===== src/rtl/gate_exerciser_if.sv =====
// rtl/gate_exerciser_if.sv - handshake and gate-cell signal bundle for the gate exerciser
interface gate_exerciser_if;
    logic       start;
    logic       i0;
    logic       i1;
    logic       o_not;
    logic       o_and;
    logic       o_or;
    logic       o_xor;
    logic       o_nand;
    logic       busy;
    logic       done;
    logic       pass;
    logic [4:0] err_count;
    logic [4:0] fail_mask;

    // Controller / gate-cell side: requests runs, returns gate outputs
    modport master (
        output start, o_not, o_and, o_or, o_xor, o_nand,
        input  i0, i1, busy, done, pass, err_count, fail_mask
    );

    // Exerciser side
    modport slave (
        input  start, o_not, o_and, o_or, o_xor, o_nand,
        output i0, i1, busy, done, pass, err_count, fail_mask
    );
endinterface


===== src/rtl/gate_exerciser.sv =====
// rtl/gate_exerciser.sv - drives all four input vectors into the gate cells and checks their outputs
module gate_exerciser #(
    parameter int SETTLE_CYCLES = 1
) (
    input  logic           clk,
    input  logic           rst_n,
    gate_exerciser_if.slave bus
);

    typedef enum logic [1:0] {IDLE, SETTLE, CHECK, DONE} state_t;

    localparam logic [3:0] SETTLE_LD = 4'(SETTLE_CYCLES);

    state_t     state_q, state_d;
    logic [1:0] idx_q, idx_d;
    logic [3:0] cnt_q, cnt_d;
    logic       i0_q, i0_d;
    logic       i1_q, i1_d;
    logic [4:0] err_q, err_d;
    logic [4:0] mask_q, mask_d;
    logic [1:0] nxt_idx;
    logic [4:0] exp_vec;
    logic [4:0] obs_vec;
    logic [4:0] miss;
    logic [2:0] miss_cnt;
    logic       busy_c;
    logic       done_c;

    // Expected outputs come from the registered i0/i1, which is exactly what the cells see
    assign exp_vec  = {~(i0_q & i1_q), i0_q ^ i1_q, i0_q | i1_q, i0_q & i1_q, ~i0_q};
    assign obs_vec  = {bus.o_nand, bus.o_xor, bus.o_or, bus.o_and, bus.o_not};
    assign miss     = obs_vec ^ exp_vec;
    assign miss_cnt = {2'b00, miss[0]} + {2'b00, miss[1]} + {2'b00, miss[2]}
                    + {2'b00, miss[3]} + {2'b00, miss[4]};

    // State register and datapath registers
    always_ff @(posedge clk or negedge rst_n) begin
        if (!rst_n) begin
            state_q <= IDLE;
            idx_q   <= 2'd0;
            cnt_q   <= 4'd0;
            i0_q    <= 1'b0;
            i1_q    <= 1'b0;
            err_q   <= 5'd0;
            mask_q  <= 5'd0;
        end else begin
            state_q <= state_d;
            idx_q   <= idx_d;
            cnt_q   <= cnt_d;
            i0_q    <= i0_d;
            i1_q    <= i1_d;
            err_q   <= err_d;
            mask_q  <= mask_d;
        end
    end

    // Next-state and datapath update; start is only honoured outside a run
    always_comb begin
        state_d = state_q;
        idx_d   = idx_q;
        cnt_d   = cnt_q;
        i0_d    = i0_q;
        i1_d    = i1_q;
        err_d   = err_q;
        mask_d  = mask_q;
        nxt_idx = idx_q + 2'd1;
        case (state_q)
            IDLE, DONE: begin
                if (bus.start) begin
                    err_d   = 5'd0;
                    mask_d  = 5'd0;
                    idx_d   = 2'd0;
                    i0_d    = 1'b0;
                    i1_d    = 1'b0;
                    cnt_d   = SETTLE_LD;
                    state_d = (SETTLE_CYCLES == 0) ? CHECK : SETTLE;
                end
            end
            SETTLE: begin
                if (cnt_q <= 4'd1) begin
                    cnt_d   = 4'd0;
                    state_d = CHECK;
                end else begin
                    cnt_d = cnt_q - 4'd1;
                end
            end
            CHECK: begin
                err_d  = err_q + {2'b00, miss_cnt};
                mask_d = mask_q | miss;
                if (idx_q != 2'd3) begin
                    idx_d   = nxt_idx;
                    i0_d    = nxt_idx[0];
                    i1_d    = nxt_idx[1];
                    cnt_d   = SETTLE_LD;
                    state_d = (SETTLE_CYCLES == 0) ? CHECK : SETTLE;
                end else begin
                    idx_d   = 2'd0;
                    i0_d    = 1'b0;
                    i1_d    = 1'b0;
                    state_d = DONE;
                end
            end
            default: state_d = IDLE;
        endcase
    end

    // Status outputs decoded from the current state
    always_comb begin
        busy_c = 1'b0;
        done_c = 1'b0;
        case (state_q)
            SETTLE, CHECK: busy_c = 1'b1;
            DONE:          done_c = 1'b1;
            default:       ;
        endcase
    end

    assign bus.i0        = i0_q;
    assign bus.i1        = i1_q;
    assign bus.busy      = busy_c;
    assign bus.done      = done_c;
    assign bus.pass      = done_c && (err_q == 5'd0);
    assign bus.err_count = err_q;
    assign bus.fail_mask = mask_q;

endmodule


===== src/flat_wrapper.sv =====
// flat-port wrapper written by rule: the top's interface ports become plain ports
module gate_exerciser_flat 
#(
    parameter int SETTLE_CYCLES = 1
)
  (clk, rst_n, bus_start, bus_o_not, bus_o_and, bus_o_or, bus_o_xor, bus_o_nand, bus_i0, bus_i1, bus_busy, bus_done, bus_pass, bus_err_count, bus_fail_mask);
  gate_exerciser_if bus_i ();
  input  logic clk;
  input  logic rst_n;
  input wire logic [$bits(bus_i.start)-1:0] bus_start;
  input wire logic [$bits(bus_i.o_not)-1:0] bus_o_not;
  input wire logic [$bits(bus_i.o_and)-1:0] bus_o_and;
  input wire logic [$bits(bus_i.o_or)-1:0] bus_o_or;
  input wire logic [$bits(bus_i.o_xor)-1:0] bus_o_xor;
  input wire logic [$bits(bus_i.o_nand)-1:0] bus_o_nand;
  output wire logic [$bits(bus_i.i0)-1:0] bus_i0;
  output wire logic [$bits(bus_i.i1)-1:0] bus_i1;
  output wire logic [$bits(bus_i.busy)-1:0] bus_busy;
  output wire logic [$bits(bus_i.done)-1:0] bus_done;
  output wire logic [$bits(bus_i.pass)-1:0] bus_pass;
  output wire logic [$bits(bus_i.err_count)-1:0] bus_err_count;
  output wire logic [$bits(bus_i.fail_mask)-1:0] bus_fail_mask;
  assign bus_i.start = bus_start;
  assign bus_i.o_not = bus_o_not;
  assign bus_i.o_and = bus_o_and;
  assign bus_i.o_or = bus_o_or;
  assign bus_i.o_xor = bus_o_xor;
  assign bus_i.o_nand = bus_o_nand;
  assign bus_i0 = bus_i.i0;
  assign bus_i1 = bus_i.i1;
  assign bus_busy = bus_i.busy;
  assign bus_done = bus_i.done;
  assign bus_pass = bus_i.pass;
  assign bus_err_count = bus_i.err_count;
  assign bus_fail_mask = bus_i.fail_mask;
  gate_exerciser #(.SETTLE_CYCLES(SETTLE_CYCLES)) u_core (.clk(clk), .rst_n(rst_n), .bus(bus_i));
endmodule

===== config.mk =====
export PLATFORM = sky130hd
export DESIGN_NAME = gate_exerciser_flat
export DESIGN_NICKNAME = d
export VERILOG_FILES = /design/src/rtl/gate_exerciser_if.sv /design/src/rtl/gate_exerciser.sv /design/src/flat_wrapper.sv
export SDC_FILE = /design/constraint.sdc
export NUM_CORES = 1
export LEC_CHECK = 0
export CAP_MARGIN = 40
export CORE_AREA = 2 2 50 52
export CTS_CLUSTER_DIAMETER = 120
export CTS_CLUSTER_SIZE = 24
export DETAILED_ROUTE_END_ITERATION = 7
export DIE_AREA = 0 0 52 54
export PLACE_DENSITY = 0.88
export SLEW_MARGIN = 5
export SYNTH_ARGS = -nofsm -noshare
export SYNTH_HDL_FRONTEND = slang
export SYNTH_SLANG_ARGS = --single-unit
export TNS_END_PERCENT = 5

===== constraint.sdc =====
create_clock -name clk -period 5.8 [get_ports clk]
set_clock_uncertainty 0.2 [all_clocks]
set_input_delay 0.58 -clock clk [delete_from_list [all_inputs] [get_ports clk]]
set_output_delay 0.58 -clock clk [all_outputs]
set_load 0.02 [all_outputs]

==> results of run 1 <==
-- worst min-delay path, cell delays in order, from the launching register on --
cell and delay [ns]:
dfrtp_1 0.39, nand2_1 0.06, o31ai_1 0.06
-- flip-flops by register name (all words and copies together) (netlist names) --
signal,count
u_core.bus.i1,1
u_core.cnt_q,4
u_core.bus.err_count,5
u_core.state_q,2
u_core.idx_q,1
u_core.bus.fail_mask,5
-- worst paths after layout --
kind,endpoint,slack [ns],from,depth (start not counted)
worst max-delay path,u_core.bus.err_count[4],1.87,u_core.idx_q[0],12
worst min-delay path,u_core.cnt_q[1],0.34,u_core.cnt_q[1],2
worst max register to register,u_core.bus.err_count[4],1.87,u_core.idx_q[0],12
worst min register to register,u_core.cnt_q[1],0.34,u_core.cnt_q[1],2
max in group asynchronous,u_core.bus.i1,4.33,rst_n,1
min in group asynchronous,u_core.idx_q[0],0.56,rst_n,1
-- layout make-up --
cell class                      instances  area, um2  share of cell area
Timing Repair Buffer                   22        220               0.151
Inverter                               11       41.3              0.0283
Tap cell                               30       37.5              0.0257
Clock buffer                            4       36.3              0.0248
Sequential cell                        18        450               0.308
Multi-Input combinational cell         89        676               0.462
-- routing by layer --
metal  track usage  up-vias  wire length [um]  part of all wire
li1              -      469                 -                 -
met2         0.327       20              1160              0.51
met5             0        -                 0                 0
met4        0.0570        0                 0                 0
met1         0.234      460              1020              0.45
met3        0.0250        0                83             0.037
-- power by group through the flow --
| stage | clock (mW) | sequential [mW] | combinational, mW |
|---|---|---|---|
| 2_1_floorplan | 0 | 0.230 | 0.328 |
| 3_3_place_gp | 0 | 0.212 | 0.458 |
| 3_5_place_dp | 0 | 0.215 | 0.481 |
| 4_1_cts | 0.0800 | 0.212 | 0.483 |
| 5_1_grt | 0.0836 | 0.221 | 0.545 |
| 6_report | 0.0769 | 0.212 | 0.479 |
-- through the flow --
step,setup WS [ns],instances
floorplan,2.05,121
global placement,1.75,170
detailed placement,1.61,170
CTS,1.83,174
global route,1.58,174
finish,1.87,174
-- logic make-up (layout without fill, tap and decap cells) --
group           Yosys count  count (layout)  synth area share
buf+inv                  14              37            0.0506
simple gates             31              31             0.131
flops                    18              18             0.380
mux                       3               3            0.0264
compound gates           32              32             0.170
xor+xnor                  6               6            0.0443
fa+ha+maj                17              17             0.198
-- cell usage after synthesis, drive strengths merged, types with 2 or more instances --
| master | instances | area, um2 |
|---|---|---|
| a21o | 3 | 22.5 |
| a21oi | 15 | 75.1 |
| a32o | 2 | 20.0 |
| clkbuf | 2 | 7.51 |
| dfrtp | 18 | 450 |
| fa | 3 | 60.1 |
| ha | 14 | 175 |
| inv | 11 | 41.3 |
| mux2i | 2 | 20.0 |
| nand2 | 8 | 37.5 |
| nand3 | 2 | 10.0 |
| nor2 | 11 | 41.3 |
| nor3 | 2 | 10.0 |
| nor4 | 3 | 18.8 |
| o21ai | 5 | 25.0 |
| o31ai | 4 | 35.0 |
| xnor2 | 3 | 26.3 |
| xor2 | 3 | 26.3 |
==> key figures, run 1 <==
Status
  – Outcome: completed

Worst setup path
  – Critical path buffer and inverter count: 1
  – Required @ worst endpoint: 5.79 ns
  – Setup crit end kind: flip-flop
  – Crit path cell chain: ha_1 > xor2_1 > ha_1 > fa_1 > ha_1 > fa_1 > inv_1 > fa_1 > nor2b_1 > o21ai_0 > mux2i_1 > nor4_1
  – CP max-delay cell: fa_1
  – WS Path Type: flip-flop to flip-flop
  – Worst EP arrival: 3.93 ns
  – CP top delay family: adder cells
  – Delay of the slowest critical-path stage: 0.50 ns
  – Crit Path Max Fanout: 6
  – Nature of the critical path startpoint: flip-flop

STA
  – Final Hold Violating Endpoints: 0
  – Final setup viols: 0
  – Period minus WS final: 3.93 ns
  – WHS: 0.340 ns
  – Max Transition Viols Final: 0
  – Fmax: 254 MHz
  – Slew headroom: 0.441
  – Measured slew at the worst slew-check pin: 0.836 ns
  – Final setup TNS: 0 ns
  – Final period util: 0.678
  – RSZ-0062 raised after global routing: no

Die
  – Die ar.: 0.00281 mm2
  – FP Rows: 18
  – Core Region: 0.00232 mm2
  – Die X: 52 um
  – Initial core utilization: 0.511
  – Die Span Y: 54 um
  – IO Count: 23

Routing
  – Routed Wire Length: 2.27 mm
  – Drt pass-1 iters: 4
  – DRC: 0
  – Via Count: 949
  – DR WL/cell: 13.0 um
  – Iteration-0 DRC Markers: 22
  – Vias/cell: 5.45
  – ANT nets after route: 0

Logic synthesis
  – Number of synthesized flops with an enable pin: 0
  – Syn Std Cell Area: 0.00119 mm2
  – Register bit total from synthesis: 18
  – Syn_nets: 146
  – Top FF cell, synth: dfrtp_1
  – Async SR Flop Fraction: 1.00
  – Mean post-synth cell area: 9.80 um2
  – Synth warn: 0
  – Register area share after synthesis: 0.380
  – Netlist cell types: 30
  – Cells after synthesis: 121

Clocking
  – Clock Tree Buf Depth: 2
  – Reg clk slew, reported paths: 0.10 ns
  – CTS H-tree depth: 1
  – Postcts setup bufs: 0
  – Clk_lat worst skew: 0.29 ns
  – CTS Hold Bufs: 0
  – Clk sink count: 18
  – Total CTS buffers: 3
  – Clock root buffer: clkbuf_4
  – CTS resizes: 0
  – CTS tree: done

GRT
  – Initial antenna violation count: 0
  – Aggregate global routing overflow: 0
  – Largest net degree at the start of global routing: 19
  – First-pass GRT wire length: 3.88 mm
  – GRT Overall Usage: 0.185
  – Number of global-route vias before repair: 917

Finish
  – Post-layout util: 0.630
  – Most frequent cells in the layout: 22 x clkdlybuf4s50_1, 18 x dfrtp_1, 15 x a21oi_1
  – Most common cell after layout, fill and taps aside: clkdlybuf4s50_1
  – Diode count: 0
  – Area delta synth->final: 23.2%
  – FILL cells: 194
  – Share of cells above drive strength 1: 0.0486
  – Nets: 170
  – Fin area: 0.00146 mm2

Power
  – Peak supply drop: 0.342 mV
  – Sw frac: 0.458
  – Clock Power Share: 0.100
  – Power Internal: 0.416 mW
  – Comb power frac: 0.624
  – Leak: 0.680 nW
  – P_sw: 0.351 mW
  – Flop pwr share: 0.276
  – PwrDens: 525 mW/mm2
  – Total power: 0.767 mW

Hold path
  – HP Class: flip-flop to flip-flop

Run
  – Max-cap viol count: 0

Placed design
  – RePlAce Congestion: 0.809
  – HPWL after DPL: 1.72 mm
  – PortBufs: 22
  – Area post-placement: 0.00143 mm2
Note: power is estimated with default switching activity, not from simulation.
==> inputs of run 2 (changes only) <==
--- a/config.mk
+++ b/config.mk
@@ -6,12 +6,12 @@
 export NUM_CORES = 1
 export LEC_CHECK = 0
 export CAP_MARGIN = 40
-export CORE_AREA = 2 2 50 52
+export CORE_AREA = 2 2 54 56
 export CTS_CLUSTER_DIAMETER = 120
 export CTS_CLUSTER_SIZE = 24
 export DETAILED_ROUTE_END_ITERATION = 7
-export DIE_AREA = 0 0 52 54
-export PLACE_DENSITY = 0.88
+export DIE_AREA = 0 0 56 58
+export PLACE_DENSITY = 0.8
 export SLEW_MARGIN = 5
 export SYNTH_ARGS = -nofsm -noshare
 export SYNTH_HDL_FRONTEND = slang
==> constraint.sdc (replaced) <==
create_clock -name clk -period 3.1 [get_ports clk]
set_clock_uncertainty 0.2 [all_clocks]
set_input_delay 0.31 -clock clk [delete_from_list [all_inputs] [get_ports clk]]
set_output_delay 0.31 -clock clk [all_outputs]
set_load 0.02 [all_outputs]
==> run 2 against run 1 <==
Effect of this change:
- the flow now finishes with violations (negative setup slack)
- sequential share of layout area decreased by 1.5 points
- design area increased by 5.8%
- via count increased by 4.1%
- sequential power increased by 90%
- register-to-register slack got worse by 2.2 ns
- non-clock buffer count increased by 7
- wire length increased by 9.2%
- fmax increased by 13%
- setup slack got worse by 2.2 ns
- utilization decreased by 4.9 points
- critical path type unchanged
==> key figures, run 2 (synthesized netlist as in run 1, its figures left out) <==
Routing
  – Met3 WL post-DR: 83 um (unchanged)
  – DR WL/cell: 13.6 um (+4.4%)
  – DRC: 0 (unchanged)
  – Routed Wire Length: 2.48 mm (+9.2%)
  – Max layer used: met4
  – Drt pass-1 iters: 4 (unchanged)
  – Iteration-0 DRC Markers: 22 (unchanged)
  – Metal-1 WL: 1.05 mm (+2.8%)
  – ANT nets after route: 0 (unchanged)
  – Met2 wire length: 1.30 mm (+12%)
  – Via Count: 988 (+4.1%)
  – Vias/cell: 5.43 (-0.47%)

STA
  – Max Transition Viols Final: 0 (unchanged)
  – Period minus WS final: 3.47 ns (-0.462 ns)
  – Fmax: 288 MHz (+13%)
  – RSZ-0062 raised after global routing: yes
  – Final period util: 1.12 (+0.441)
  – Measured slew at the worst slew-check pin: 0.835 ns (-0.00113 ns)
  – Final setup viols: 4 (+4)
  – Setup slack after layout: -0.370 ns (-2.24 ns)
  – WHS: 0.270 ns (-0.0698 ns)
  – Final Hold Violating Endpoints: 0 (unchanged)
  – Slew headroom: 0.441 (+0.000755)

Finish
  – Diode count: 0 (unchanged)
  – Nets: 177 (+4.1%)
  – Most frequent cells in the layout: 22 x clkdlybuf4s50_1, 16 x dfrtp_1, 14 x a21oi_1
  – Area delta synth->final: 30.4%
  – FILL cells: 247 (+27%)
  – Most common cell after layout, fill and taps aside: clkdlybuf4s50_1
  – Reg area: 453 um2 (+0.56%)
  – Share of cells above drive strength 1: 0.139 (+0.0905)
  – Post-layout util: 0.581 (-0.0492)
  – Multi-input gate area: 704 um2 (+4.3%)
  – Final Non-Filler Cells: 182 (+4.6%)

Die
  – Die Span Y: 58 um (+7.4%)
  – FP Rows: 19 (+1)
  – IO Count: 23 (unchanged)
  – Initial core utilization: 0.445 (-0.0658)
  – Die ar.: 0.00325 mm2 (+16%)
  – Die X: 56 um (+7.7%)
  – Core Region: 0.00266 mm2 (+15%)

Power
  – Clock Power Share: 0.100 (about the same)
  – Peak supply drop: 0.531 mV (+55%)
  – P_sw: 0.681 mW (+94%)
  – Comb power frac: 0.633 (+0.009)
  – Sw frac: 0.452 (-0.00602)
  – Flop pwr share: 0.267 (-0.009)
  – PwrDens: 974 mW/mm2 (+85%)
  – Leak: 0.714 nW (+5.0%)
  – Total power: 1.51 mW (+96%)
  – Power Internal: 0.826 mW (+98%)

Worst setup path
  – Setup crit end kind: flip-flop
  – CP top delay family: adder cells
  – Delay of the slowest critical-path stage: 0.50 ns (about the same)
  – CP max-delay cell: fa_1
  – Crit path cell chain: ha_4 > xor2_1 > ha_1 > fa_1 > ha_2 > fa_1 > inv_1 > fa_2 > nor2b_1 > o21ai_1 > mux2i_1 > nor4_1
  – WS Path Type: flip-flop to flip-flop
  – Worst path depth: 12 (unchanged)
  – Crit Path Max Fanout: 4 (-2)
  – Critical path buffer and inverter count: 1 (unchanged)
  – Worst EP arrival: 3.49 ns (-0.44 ns)
  – Most common cell on crit path: fa_1
  – Required @ worst endpoint: 3.12 ns (-2.67 ns)
  – Worst r2r path cells: 12 (unchanged)
  – Nature of the critical path startpoint: flip-flop

Hold path
  – HP Class: input pin to async pin

Placed design
  – RePlAce Congestion: 0.752 (-7.0%)
  – PortBufs: 22 (unchanged)
  – HPWL after DPL: 1.92 mm (+11%)
  – DP Cell Count: 178 (+4.7%)

Clocking
  – Clock Tree Buf Depth: 2 (unchanged)
  – CTS tree: done
  – CTS H-tree depth: 1 (unchanged)
  – Clk_lat worst skew: 0.31 ns (+0.02 ns)
  – Clock root buffer: clkbuf_4
  – Reg clk slew, reported paths: 0.11 ns (about the same)
  – Total CTS buffers: 3 (unchanged)
  – Clk sink count: 18 (unchanged)
  – CTS Hold Bufs: 0 (unchanged)

GRT
  – Aggregate global routing overflow: 0 (unchanged)
  – GRT Overall Usage: 0.171 (-0.0136)
  – Initial antenna violation count: 0 (unchanged)
  – First-pass GRT wire length: 4.35 mm (+12%)
  – Number of global-route vias before repair: 1,004 (+9.5%)
  – Largest net degree at the start of global routing: 19 (unchanged)

Status
  – Failing checks: negative setup slack
  – Outcome: complete, but fails checks

Run
  – Max-cap viol count: 0 (unchanged)
run 2: layout make-up:
type	instances	share of cell area
Inverter	11	0.0267
Clock buffer	4	0.0235
Multi-Input combinational cell	89	0.456
Sequential cell	18	0.293
Tap cell	31	0.0251
Timing Repair Buffer	29	0.176
run 2: repair_timing:
| action | CTS | global route |
|---|---|---|
| pin swaps | 1 | 0 |
| setup endpoints to repair | 4 | 4 |
| resized for setup | 0 | 2 |
| setup buffers | 0 | 0 |
run 2: through the flow:
stage	setup TNS [ns]	cell area [um2]	setup slack, ns
after floorplan	-0.743	1210	-0.329
after global placement	-1.40	1500	-0.482
after detailed placement	-1.71	1500	-0.571
after CTS	-1.01	1540	-0.389
after global routing	-1.44	1550	-0.580
final	-0.911	1550	-0.370
run 2: metal layers:
metal,vias up,track usage
met5,-,0
met4,0,0.0816
met3,3,0.0246
met2,16,0.319
met1,482,0.192
li1,487,-
run 2: final timing paths:
check                                 from  slack (ns)                 endpoint
min reg2reg                u_core.cnt_q[1]        0.35          u_core.cnt_q[1]
min in group clk           u_core.cnt_q[1]        0.35          u_core.cnt_q[1]
min                                  rst_n        0.27  u_core.bus.err_count[2]
max                        u_core.idx_q[0]       -0.37  u_core.bus.err_count[4]
max in group asynchronous            rst_n        1.86            u_core.bus.i1
max reg2reg                u_core.idx_q[0]       -0.37  u_core.bus.err_count[4]
run 2: power by group through the flow:
stage	registers (mW)	clock network (mW)	logic (mW)
floorplan	0.436	0	0.618
global placement	0.398	0	0.908
detailed placement	0.408	0	0.960
CTS	0.401	0.158	0.962
global route	0.414	0.162	1.08
finish	0.402	0.151	0.954
